==> config.mk <==
export PLATFORM = sky130hd
export DESIGN_NAME = serial_subtractor
export DESIGN_NICKNAME = d
export VERILOG_FILES = /design/src/rtl/serial_sub_pkg.sv /design/src/rtl/full_subtractor.sv /design/src/rtl/serial_subtractor.sv
export SDC_FILE = /design/constraint.sdc
export NUM_CORES = 1
export LEC_CHECK = 0
export CELL_PAD_IN_SITES_DETAIL_PLACEMENT = 0
export CELL_PAD_IN_SITES_GLOBAL_PLACEMENT = 1
export CORE_UTILIZATION = 40
export DETAILED_ROUTE_END_ITERATION = 8
export GPL_ROUTABILITY_DRIVEN = 0
export PLACE_DENSITY = 0.8
export SYNTH_ARGS = -nofsm -noshare
export SYNTH_HDL_FRONTEND = slang
export SYNTH_SLANG_ARGS = --single-unit
==> constraint.sdc <==
create_clock -name clk -period 3.5 [get_ports clk]
set_clock_uncertainty 0.2 [all_clocks]
set_input_delay 1.05 -clock clk [delete_from_list [all_inputs] [get_ports clk]]
set_output_delay 1.05 -clock clk [all_outputs]
set_load 0.005 [all_outputs]
==> src/rtl/serial_sub_pkg.sv <==
// -----------------------------------------------------------------------------
// serial_sub_pkg
// Shared types and helpers for the bit-serial subtractor.
//   state_t    : controller states IDLE / BUSY / DONE (2-bit encoding)
//   cnt_width  : bit-counter width, max(1, $clog2(width)), so that a
//                1-bit-wide operand still gets a legal 1-bit counter
// -----------------------------------------------------------------------------
package serial_sub_pkg;

   typedef enum logic [1:0] {
      IDLE = 2'd0,
      BUSY = 2'd1,
      DONE = 2'd2
   } state_t;

   function automatic int cnt_width(input int width);
      int w;
      w = $clog2(width);
      if (w < 32'sd1) begin
         w = 32'sd1;
      end else begin
         w = w;
      end
      return w;
   endfunction

endpackage

==> src/rtl/full_subtractor.sv <==
// -----------------------------------------------------------------------------
// full_subtractor
// Single-bit full subtractor cell: computes a - b - borrow_in.
// Ports:
//   a_i      : minuend bit
//   b_i      : subtrahend bit
//   borrow_i : incoming borrow from the less significant bit
//   diff_o   : difference bit
//   borrow_o : outgoing borrow to the more significant bit
// -----------------------------------------------------------------------------
module full_subtractor (
   input  logic a_i,
   input  logic b_i,
   input  logic borrow_i,
   output logic diff_o,
   output logic borrow_o
);

   assign diff_o   = a_i ^ b_i ^ borrow_i;
   // Borrow when b exceeds a outright, or when they are equal and a borrow
   // is already pending.
   assign borrow_o = (~a_i & b_i) | (~(a_i ^ b_i) & borrow_i);

endmodule

==> src/rtl/serial_subtractor.sv <==
// -----------------------------------------------------------------------------
// serial_subtractor
// Bit-serial ripple-borrow subtractor, LSB first, one full-subtractor cell.
// An accepted request takes WIDTH BUSY cycles, then one DONE cycle in which
// valid_o pulses; diff_o/borrow_o are held until the next completion.
// Ports:
//   clk      : clock, all state on the rising edge
//   rst      : synchronous active-high reset
//   VPWR/VGND: power pins, only when USE_POWER_PINS is defined
//   start_i  : request, accepted only while ready_o is high
//   a_i, b_i : minuend / subtrahend, sampled at the accepting edge
//   ready_o  : high while idle
//   diff_o   : registered (a - b) mod 2^WIDTH
//   borrow_o : registered final borrow, 1 iff a < b (unsigned)
//   valid_o  : one-cycle pulse marking a new diff_o/borrow_o
// -----------------------------------------------------------------------------
module serial_subtractor
   import serial_sub_pkg::*;
#(
   parameter int WIDTH = 4
) (
`ifdef USE_POWER_PINS
   inout  wire              VPWR,
   inout  wire              VGND,
`endif
   input  logic             clk,
   input  logic             rst,
   input  logic             start_i,
   input  logic [WIDTH-1:0] a_i,
   input  logic [WIDTH-1:0] b_i,
   output logic             ready_o,
   output logic [WIDTH-1:0] diff_o,
   output logic             borrow_o,
   output logic             valid_o
);

   localparam int               CNT_W    = cnt_width(WIDTH);
   localparam logic [CNT_W-1:0] LAST_CNT = CNT_W'(WIDTH - 32'sd1);
   localparam logic [CNT_W-1:0] CNT_ONE  = CNT_W'(32'd1);

   state_t           r_state;
   state_t           w_state_next;
   logic [WIDTH-1:0] r_a;
   logic [WIDTH-1:0] r_b;
   logic [WIDTH-1:0] r_diff_sh;
   logic [WIDTH-1:0] r_diff;
   logic [WIDTH-1:0] w_d_msb;
   logic [WIDTH-1:0] w_diff_next;
   logic [CNT_W-1:0] r_cnt;
   logic             r_borrow;
   logic             r_borrow_out;
   logic             r_ready;
   logic             r_valid;
   logic             w_d;
   logic             w_bout;
   logic             w_last;

   full_subtractor u_cell (
      .a_i      (r_a[0]),
      .b_i      (r_b[0]),
      .borrow_i (r_borrow),
      .diff_o   (w_d),
      .borrow_o (w_bout)
   );

   assign w_last = (r_cnt == LAST_CNT);

   // Diff shift register next value: this cycle's bit enters at the MSB.
   always_comb begin
      w_d_msb            = {WIDTH{1'b0}};
      w_d_msb[WIDTH-1]   = w_d;
      w_diff_next        = (r_diff_sh >> 1'b1) | w_d_msb;
   end

   // Controller next-state decode.
   always_comb begin
      w_state_next = r_state;
      case (r_state)
         IDLE: begin
            if (start_i) begin
               w_state_next = BUSY;
            end else begin
               w_state_next = IDLE;
            end
         end
         BUSY: begin
            if (w_last) begin
               w_state_next = DONE;
            end else begin
               w_state_next = BUSY;
            end
         end
         DONE:    w_state_next = IDLE;
         default: w_state_next = IDLE;
      endcase
   end

   // Controller state register.
   always_ff @(posedge clk) begin
      if (rst) begin
         r_state <= IDLE;
      end else begin
         r_state <= w_state_next;
      end
   end

   // Datapath: operand shifting, borrow chain, counter and result registers.
   always_ff @(posedge clk) begin
      if (rst) begin
         r_a          <= {WIDTH{1'b0}};
         r_b          <= {WIDTH{1'b0}};
         r_diff_sh    <= {WIDTH{1'b0}};
         r_diff       <= {WIDTH{1'b0}};
         r_cnt        <= {CNT_W{1'b0}};
         r_borrow     <= 1'b0;
         r_borrow_out <= 1'b0;
         r_ready      <= 1'b1;
         r_valid      <= 1'b0;
      end else begin
         // Handshake flags are registered from the next state so they line
         // up exactly with the state they describe.
         r_ready <= (w_state_next == IDLE);
         r_valid <= (w_state_next == DONE);
         case (r_state)
            IDLE: begin
               if (start_i) begin
                  r_a       <= a_i;
                  r_b       <= b_i;
                  r_diff_sh <= {WIDTH{1'b0}};
                  r_borrow  <= 1'b0;
                  r_cnt     <= {CNT_W{1'b0}};
               end
            end
            BUSY: begin
               r_a       <= r_a >> 1'b1;
               r_b       <= r_b >> 1'b1;
               r_diff_sh <= w_diff_next;
               r_borrow  <= w_bout;
               r_cnt     <= r_cnt + CNT_ONE;
               // Last bit: publish the full vector including this bit.
               if (w_last) begin
                  r_diff       <= w_diff_next;
                  r_borrow_out <= w_bout;
               end
            end
            default: begin
               r_cnt <= r_cnt;
            end
         endcase
      end
   end

   assign ready_o  = r_ready;
   assign valid_o  = r_valid;
   assign diff_o   = r_diff;
   assign borrow_o = r_borrow_out;

endmodule

-- Word level (Yosys, flattened, before mapping)
Index checks and enable logic that the tools add are counted.
- $add $sub $neg: 1
- multiplexer cells: 13
- equal/unequal tests: 4
- bitwise logic cells: 8
- reduce and logical (&&, ||, !) cells: 5
- operators by type and width (operator ; number):
    $pmux 4 s2 ; 3
    $mux 4 ; 3
    $pmux 2 s2 ; 2
    $eq 2x2->1 const B ; 2
    $logic_not 2->1 ; 2
    $mux 2 ; 2
    $or 3x4->4 ; 1
    $reduce_and 2->1 ; 2
    $add 2x1->2 const B ; 1
    $and 1x1->1 ; 2
    $eq 2x1->1 const B ; 1
    $mux 1 ; 2
    $ne 2x2->1 const B ; 1
    $not 1->1 ; 2
    $pmux 1 s2 ; 1
    $reduce_bool 2->1 ; 1
    $xor 1x1->1 ; 2
    $or 1x1->1 ; 1
- input port bits: 11
- bits in registers: 24
- logic and storage cells: 41
- output and inout bits: 7

-- Depth between registers and ports, before layout
- depth in word-level cells: 5
- gate-level depth with buffers: 5
- gate-level depth less buffers: 4

-- By module
Synthesis repeated with hierarchy kept, for this count alone.
- cell total of the unflattened synthesis: 92
- area total of the unflattened synthesis: 893.4 um2
- modules (own cells, without submodules) (module ; area an instance (um2) ; seq. area each (um2) ; cells each ; instances):
    serial_subtractor ; 862.1 ; 460.4 ; 88 ; 1
    full_subtractor ; 31.3 ; 0.0 ; 4 ; 1

-- Least setup slack after synthesis
OpenSTA, ideal clock, no wires.
- path type: input port to flip-flop
- from: input start_i
- to: register r_a[0]
- required time: 3214 ps
- buffers on the path: 1
- stages on the path: 4
- arrival: 1536 ps
- setup time: 86 ps
- path slack: 1679 ps
- path through: nand2b_1 -> buf_6 -> mux2i_1 -> a211oi_1
- cells in the longest elaborated chain, start to end: 2
- RTL lines (item ; line ; RTL):
    start: declaration ; serial_subtractor.sv:28 ; input logic start_i,
    $ne 2x2->1 (no source line) ; - ;
    $reduce_and 2->1 (no source line) ; - ;
    end signal: assignment ; serial_subtractor.sv:110 ; r_a <= {WIDTH{1'b0}};
    end signal: assignment ; serial_subtractor.sv:127 ; r_a <= a_i;
    end signal: assignment ; serial_subtractor.sv:135 ; r_a <= r_a >> 1'b1;
    end: declaration ; serial_subtractor.sv:43 ; logic [WIDTH-1:0] r_a;
Every way passes these cells.
A chain may end at the register's enable or synchronous reset.

-- Worst setup path after layout
- from: register r_borrow_out (netlist: borrow_o)
- to: output borrow_o
- RTL lines (item ; line ; RTL):
    start: declaration ; serial_subtractor.sv:51 ; logic r_borrow_out;
    start signal: assignment ; serial_subtractor.sv:143 ; r_borrow_out <= w_bout;
    end: declaration ; serial_subtractor.sv:33 ; output logic borrow_o,
No word-level cell between the ends.

==> results.sh <==
export IMPL_min_period_ps=2410
export IMPL_slew_headroom=0.440
export IMPL_start_util=0.441
export IMPL_critPathSlowestCell="clkdlybuf4s50_1"
export IMPL_antenna_cells=0
export IMPL_critPathTopFamily="buffers and inverters"
export IMPL_synth_top_family_by_area="compound AO/OA/AOI/OAI gates"
export IMPL_drv_slew=0
export IMPL_syn_area_per_cell_um2=9.89
export IMPL_holdWs_ps=266
export IMPL_crit_required_ps=2250
export IMPL_critPathBufInv=1
export IMPL_setup_tns_final_ps=0
export IMPL_cts_tree="done"
export IMPL_finalCritPeriodShare=0.689
export IMPL_antenna_found_initial=0
export IMPL_hold_viol=0
export IMPL_grt_overflow=0
export IMPL_grt_max_degree=24
export IMPL_path_cells="clkdlybuf4s50_1"
export IMPL_clock_sinks=23
export IMPL_grt_usage=0.147
export IMPL_synth_area_mux_share=0.0779
export IMPL_finalPower_uw=457
export IMPL_synthAdderAreaFrac=0.0362
export IMPL_timing_fmax_mhz=415
export IMPL_powerDensity_nw_per_um2=417
export IMPL_area_growth_synth_to_final_pct=21.8
export IMPL_vias_per_cell=5.14
export IMPL_synth_cells=91
export IMPL_synth_simple_gate_area_frac=0.152
export IMPL_cts_root_buf="clkbuf_4"
export IMPL_wire_per_inst_um=11.9
export IMPL_critPathArrivalTime_ps=1160
export IMPL_p_leak_uw=0.000411
export IMPL_htreeDepth=1
export IMPL_ant_nets=0
export IMPL_outcome="completed"
export IMPL_path_clk_slew_ps=120
export IMPL_setup_violations_final=0
export IMPL_syn_nets=104
export IMPL_crit_fanout=2
export IMPL_nets=120
export IMPL_wl_um=1590
export IMPL_rsz0062_at_grt="no"
export IMPL_drc=0
export IMPL_ys_types=23
export IMPL_synth_compound_area_frac=0.175
export IMPL_irDropWorstVdd_uv=284
export IMPL_pin_count=18
export IMPL_synth_seq_cells=23
export IMPL_drtPass1Iterations=4
export IMPL_port_buffers=17
export IMPL_yosys_top_cells_area="dfxtp_1, mux2i_1, nor2_1"
export IMPL_dp_final_hpwl_um=1110
export IMPL_tightest_slew_ps=837
export IMPL_post_cts_setup_buffers=0
export IMPL_numCtsBuffers=3
export IMPL_yosys_warnings=0
export IMPL_hold_buffers=0
export IMPL_fp_dieW_um=49.4
export IMPL_ys_seq_area_frac=0.512
export IMPL_layout_commonest_cell="dfxtp_1"
export IMPL_drt_initial_drc_count=11
export IMPL_syn_area_um2=900
export IMPL_yosys_area_share_xor_xnor=0
export IMPL_fp_row_count=16
export IMPL_synth_top_cell_by_area="dfxtp_1"
export IMPL_num_vias=683
export IMPL_end_kind="primary output"
export IMPL_grt_pass1_wl_um=2720
export IMPL_max_cap_violations=0
export IMPL_grt_pass1_vias=618
export IMPL_critical_path_class="flip-flop to primary output"
export IMPL_min_path_type="flip-flop to flip-flop"
export IMPL_die_h_um=49.4
export IMPL_clk_latency_ps=310
export IMPL_cp_slowest_stage_delay_ps=500
export IMPL_dieArea_um2=2440
export IMPL_critPathLaunchType="flip-flop"
export IMPL_final_cell_mix="dfxtp_1, clkdlybuf4s50_1, nor2_1"
export IMPL_post_cts_resized=0
export IMPL_yosys_area_top_type_share=0.512
export IMPL_layout_drive_gt1_share=0.0566
export IMPL_clk_path_buf_depth=2
export IMPL_core_area_um2=2040
-- layer usage --
metal  vias to the layer above  GRT usage  part of all wire
li1                        348          -                 -
met4                         0     0.0429            0.0082
met3                         2     0.0561             0.035
met2                        10      0.221              0.42
met1                       323      0.194              0.53
met5                         -          0                 0
-- through the flow --
| step | area, um^2 | setup slack (ps) | std cells | utilization |
|---|---|---|---|---|
| CTS | 1100 | 1070 | 133 | 0.537 |
| floorplan | 900 | 1680 | 91 | - |
| detailed placement | 1070 | 898 | 129 | 0.523 |
| global route | 1100 | 1030 | 133 | 0.537 |
| global placement | 1070 | 890 | 129 | 0.523 |
| finish | 1100 | 1090 | 133 | 0.537 |
-- area by class of cell --
type,instances,area (um^2)
multi-input combinational,60,397
sequential,23,460
timing repair buffer,17,170
tap,27,33.8
inverter,2,7.51
clock buffer,3,22.5
fill,198,946
clock inverter,1,5.00
-- flip-flops by register name (all words and copies together) (netlist names) --
| register | cells |
|---|---|
| r_state | 2 |
| r_borrow | 1 |
| r_cnt | 2 |
| valid_o | 1 |
| diff_o | 4 |
| borrow_o | 1 |
| ready_o | 1 |
| r_diff_sh | 3 |
| r_a | 4 |
| r_b | 4 |
-- synth_stat cells --
cell type  instances
nand3b_1           1
and2b_1            1
buf_2              1
a21oi_1            5
mux2i_1            7
buf_6              1
nor3b_1            1
clkbuf_1           3
a22oi_1            6
nand3_1            4
ha_1               1
nand2b_1           2
a211oi_1           7
or2_1              1
nor2_1            16
nand2_1            4
a2bb2oi_1          1
inv_1              2
buf_4              1
o21bai_2           1
a311oi_2           1
fa_1               1
dfxtp_1           23
-- where the power goes --
| part | switching, uW | internal, uW |
|---|---|---|
| registers | 6.96 | 273 |
| clock network | 79.1 | 42.7 |
| logic | 27.0 | 27.7 |
-- worst paths after layout --
check / endpoint / slack (ps) / cells past startpoint / start
setup / recovery: borrow_o / 1090 / 1 / borrow_o$_SDFFE_PP0P_
hold / removal: diff_o[3]$_SDFFE_PP0P_ / 270 / 2 / diff_o[3]$_SDFFE_PP0P_
setup reg to reg: r_diff_sh[3]$_SDFFE_PP0P_ / 1990 / 4 / r_b[0]$_SDFFE_PP0P_
hold reg to reg: diff_o[3]$_SDFFE_PP0P_ / 270 / 2 / diff_o[3]$_SDFFE_PP0P_
-- worst reg2reg max path, delay by kind of cell (launching register included) --
family	cells	cell delay (ps)
buf+inv	1	60
fa+ha+maj	1	510
simple gates	1	60
compound gates	1	190
flops	1	360
-- logic make-up after synthesis --
group	count (synthesis)
AO/OA/AOI/OAI	21
flip-flops	23
adder cells (fa/ha/maj)	2
AND/OR/NAND/NOR	30
buffers and inverters	8
multiplexers	7
No activity file was read; power rests on OpenSTA's default activity.
==> RTL change, RTL diff (same flow settings) <==
The 3 states of `state_t` get a one-hot encoding in 3 bits.
--- a/src/rtl/serial_sub_pkg.sv
+++ b/src/rtl/serial_sub_pkg.sv
@@ -9,6 +9,6 @@
 
-   typedef enum logic [1:0] {
-      IDLE = 2'd0,
-      BUSY = 2'd1,
-      DONE = 2'd2
+   typedef enum logic [2:0] {
+      IDLE = 3'b001,
+      BUSY = 3'b010,
+      DONE = 3'b100
    } state_t;
Behaviour: same outputs for any inputs over 10 cycles, from zero or initial values and one cycle with rst high; not proved beyond that.
==> RTL change against the unedited design <==
  * Sequential cell count grew 1
  * Cell count grew 9.8%
  * Final area grew 7.2%
  * Wire length grew 10%
  * Worst setup slack lost 0.98 ps
  * Combinational power grew 3%
  * Total power grew 8.5%
  * Area after synthesis grew 5.4%
  * Fmax is essentially flat
  * Global-route usage grew 2.0 points
  * Critical endpoint is now r_borrow$_SDFFE_PP0P_
  * Largest power group unchanged
==> RTL change: results (changes against the unedited design) <==
[synthesis]
ys_types = 26  ; +13%
post-synth-top-count-cell = dfxtp_1
netlist_top_cells_count = dfxtp_1, nor3_1, a21oi_1, nand2_1, nand3_1
async_flop_share = 0  ; unchanged
muxShareOfSynthArea = 0.0422  ; -0.0357
synth-compound-area-share = 0.108  ; -0.0671
yosys-top-cells-area = dfxtp_1, nor3_1, mux2i_1, o22ai_1, a21oi_1
yosysWarningCount = 0  ; unchanged
syn-num-nets = 114  ; +9.6%
yosysSeqAreaShare = 0.507  ; -0.00523
synth-adder-area-share = 0.0343  ; -0.00186
synth_xor_area_frac = 0  ; unchanged

[clock_network]
clk_latency_ps = 310  ; about the same
cts_buffers = 3  ; unchanged
path_clk_slew_ps = 130
clockBufferDepth = 2  ; unchanged
h-tree-depth = 1  ; unchanged
cts_setup_buffers = 0  ; unchanged
clockRootBuffer = clkbuf_4
cts_resized = 0  ; unchanged

[critical_path]
crit_fanout = 13  ; +11
crit_slowest_cell = clkdlybuf4s50_1
critPathArrivalTime_ps = 2430  ; +1270 ps
critPathMaxStageDelay_ps = 500  ; about the same

[global_routing]
grtUsageMet1 = 0.220  ; +0.0257
grt_usage = 0.167  ; +0.0199
grt_pass1_wl_mm = 3.11  ; +14%
grt_max_degree = 15  ; -38%
grt_antenna_before_repair = 0  ; unchanged
grtUsageMet3 = 0.0364  ; -0.0197
grt_pass1_vias = 691  ; +12%
grtUsageMet2 = 0.249  ; +0.0274

[pwr]
ir_drop_v = 0.000294  ; +3.6%
leakagePower_nw = 0.410  ; -0.28%

[drt]
routed_wl_mm = 1.75  ; +10%
drtPass1Iterations = 4  ; unchanged
dr.first_iter.drc_count = 5  ; -6
via_per_inst = 5.12  ; -0.37%

[status]
status = finished clean

[cells_and_area]
diodes = 0  ; unchanged
nets = 132  ; +10%
fillers = 224  ; +13%
drive_above_1_share = 0.0678  ; +0.0112

[sta]
tightest_slew_ps = 581  ; -256 ps

[hold_path]
hold_path_class = reg -> reg

[place]
dp_hpwl_mm = 1.19  ; +7.4%
placed_cell_area_um2 = 1140  ; +6.6%
io_buffers = 17  ; unchanged

-- RTL change: worst paths after layout --
check	startpoint	end	slack, ps	cells past startpoint
setup / recovery	start_i	r_borrow$_SDFFE_PP0P_	1090	4
hold reg to reg	r_b[3]$_SDFFE_PP0P_	r_b[3]$_SDFFE_PP0P_	280	2
hold / removal	r_b[3]$_SDFFE_PP0P_	r_b[3]$_SDFFE_PP0P_	280	2
setup reg to reg	r_state[2]$_SDFF_PP0_	r_borrow$_SDFFE_PP0P_	1840	3
-- RTL change: final cells by class --
type | instances | area share
sequential | 24 | 0.409
timing repair buffer | 20 | 0.164
tap | 28 | 0.0298
multi-input combinational | 67 | 0.357
clock buffer | 4 | 0.0309
inverter | 3 | 0.00958
-- RTL change: where the power goes --
| part | leakage (nW) | switching (mW) | internal (mW) |
|---|---|---|---|
| Clock | 0.0210 | 0.0828 | 0.0636 |
| Combinational | 0.193 | 0.0274 | 0.0291 |
| Sequential | 0.196 | 0.00728 | 0.285 |
-- RTL change: routing by layer --
layer  part of all wire  vias to the layer above  routed length, um
met5                  0                        -                  0
met4              0.021                        0                 36
met3              0.032                        4                 56
met2               0.46                       16                809
met1               0.49                      334                850
li1                   -                      393                  -
-- RTL change: logic make-up after synthesis --
group	Yosys count
AOI/OAI and AO/OA	17
and+or+nand+nor	44
adders and majority gates	2
DFF	24
muxes	4
buffers and inverters	10
-- RTL change: critical path: cells and delay by family --
kind / cells / cell delay, ps
AOI/OAI and AO/OA: 1 / 90
buffers and inverters: 1 / 500
and+or+nand+nor: 2 / 800
-- RTL change: metrics by stage --
step	setup slack (ps)	total power, mW	std cells	utilization	hold slack (ps)
6_report	1090	0.495	146	0.526	278
4_1_cts	1070	0.504	146	0.526	281
5_1_grt	1010	0.520	146	0.526	321
2_1_floorplan	1530	0.333	101	-	245
3_5_place_dp	728	0.355	142	0.510	262
3_3_place_gp	798	0.354	142	0.510	257
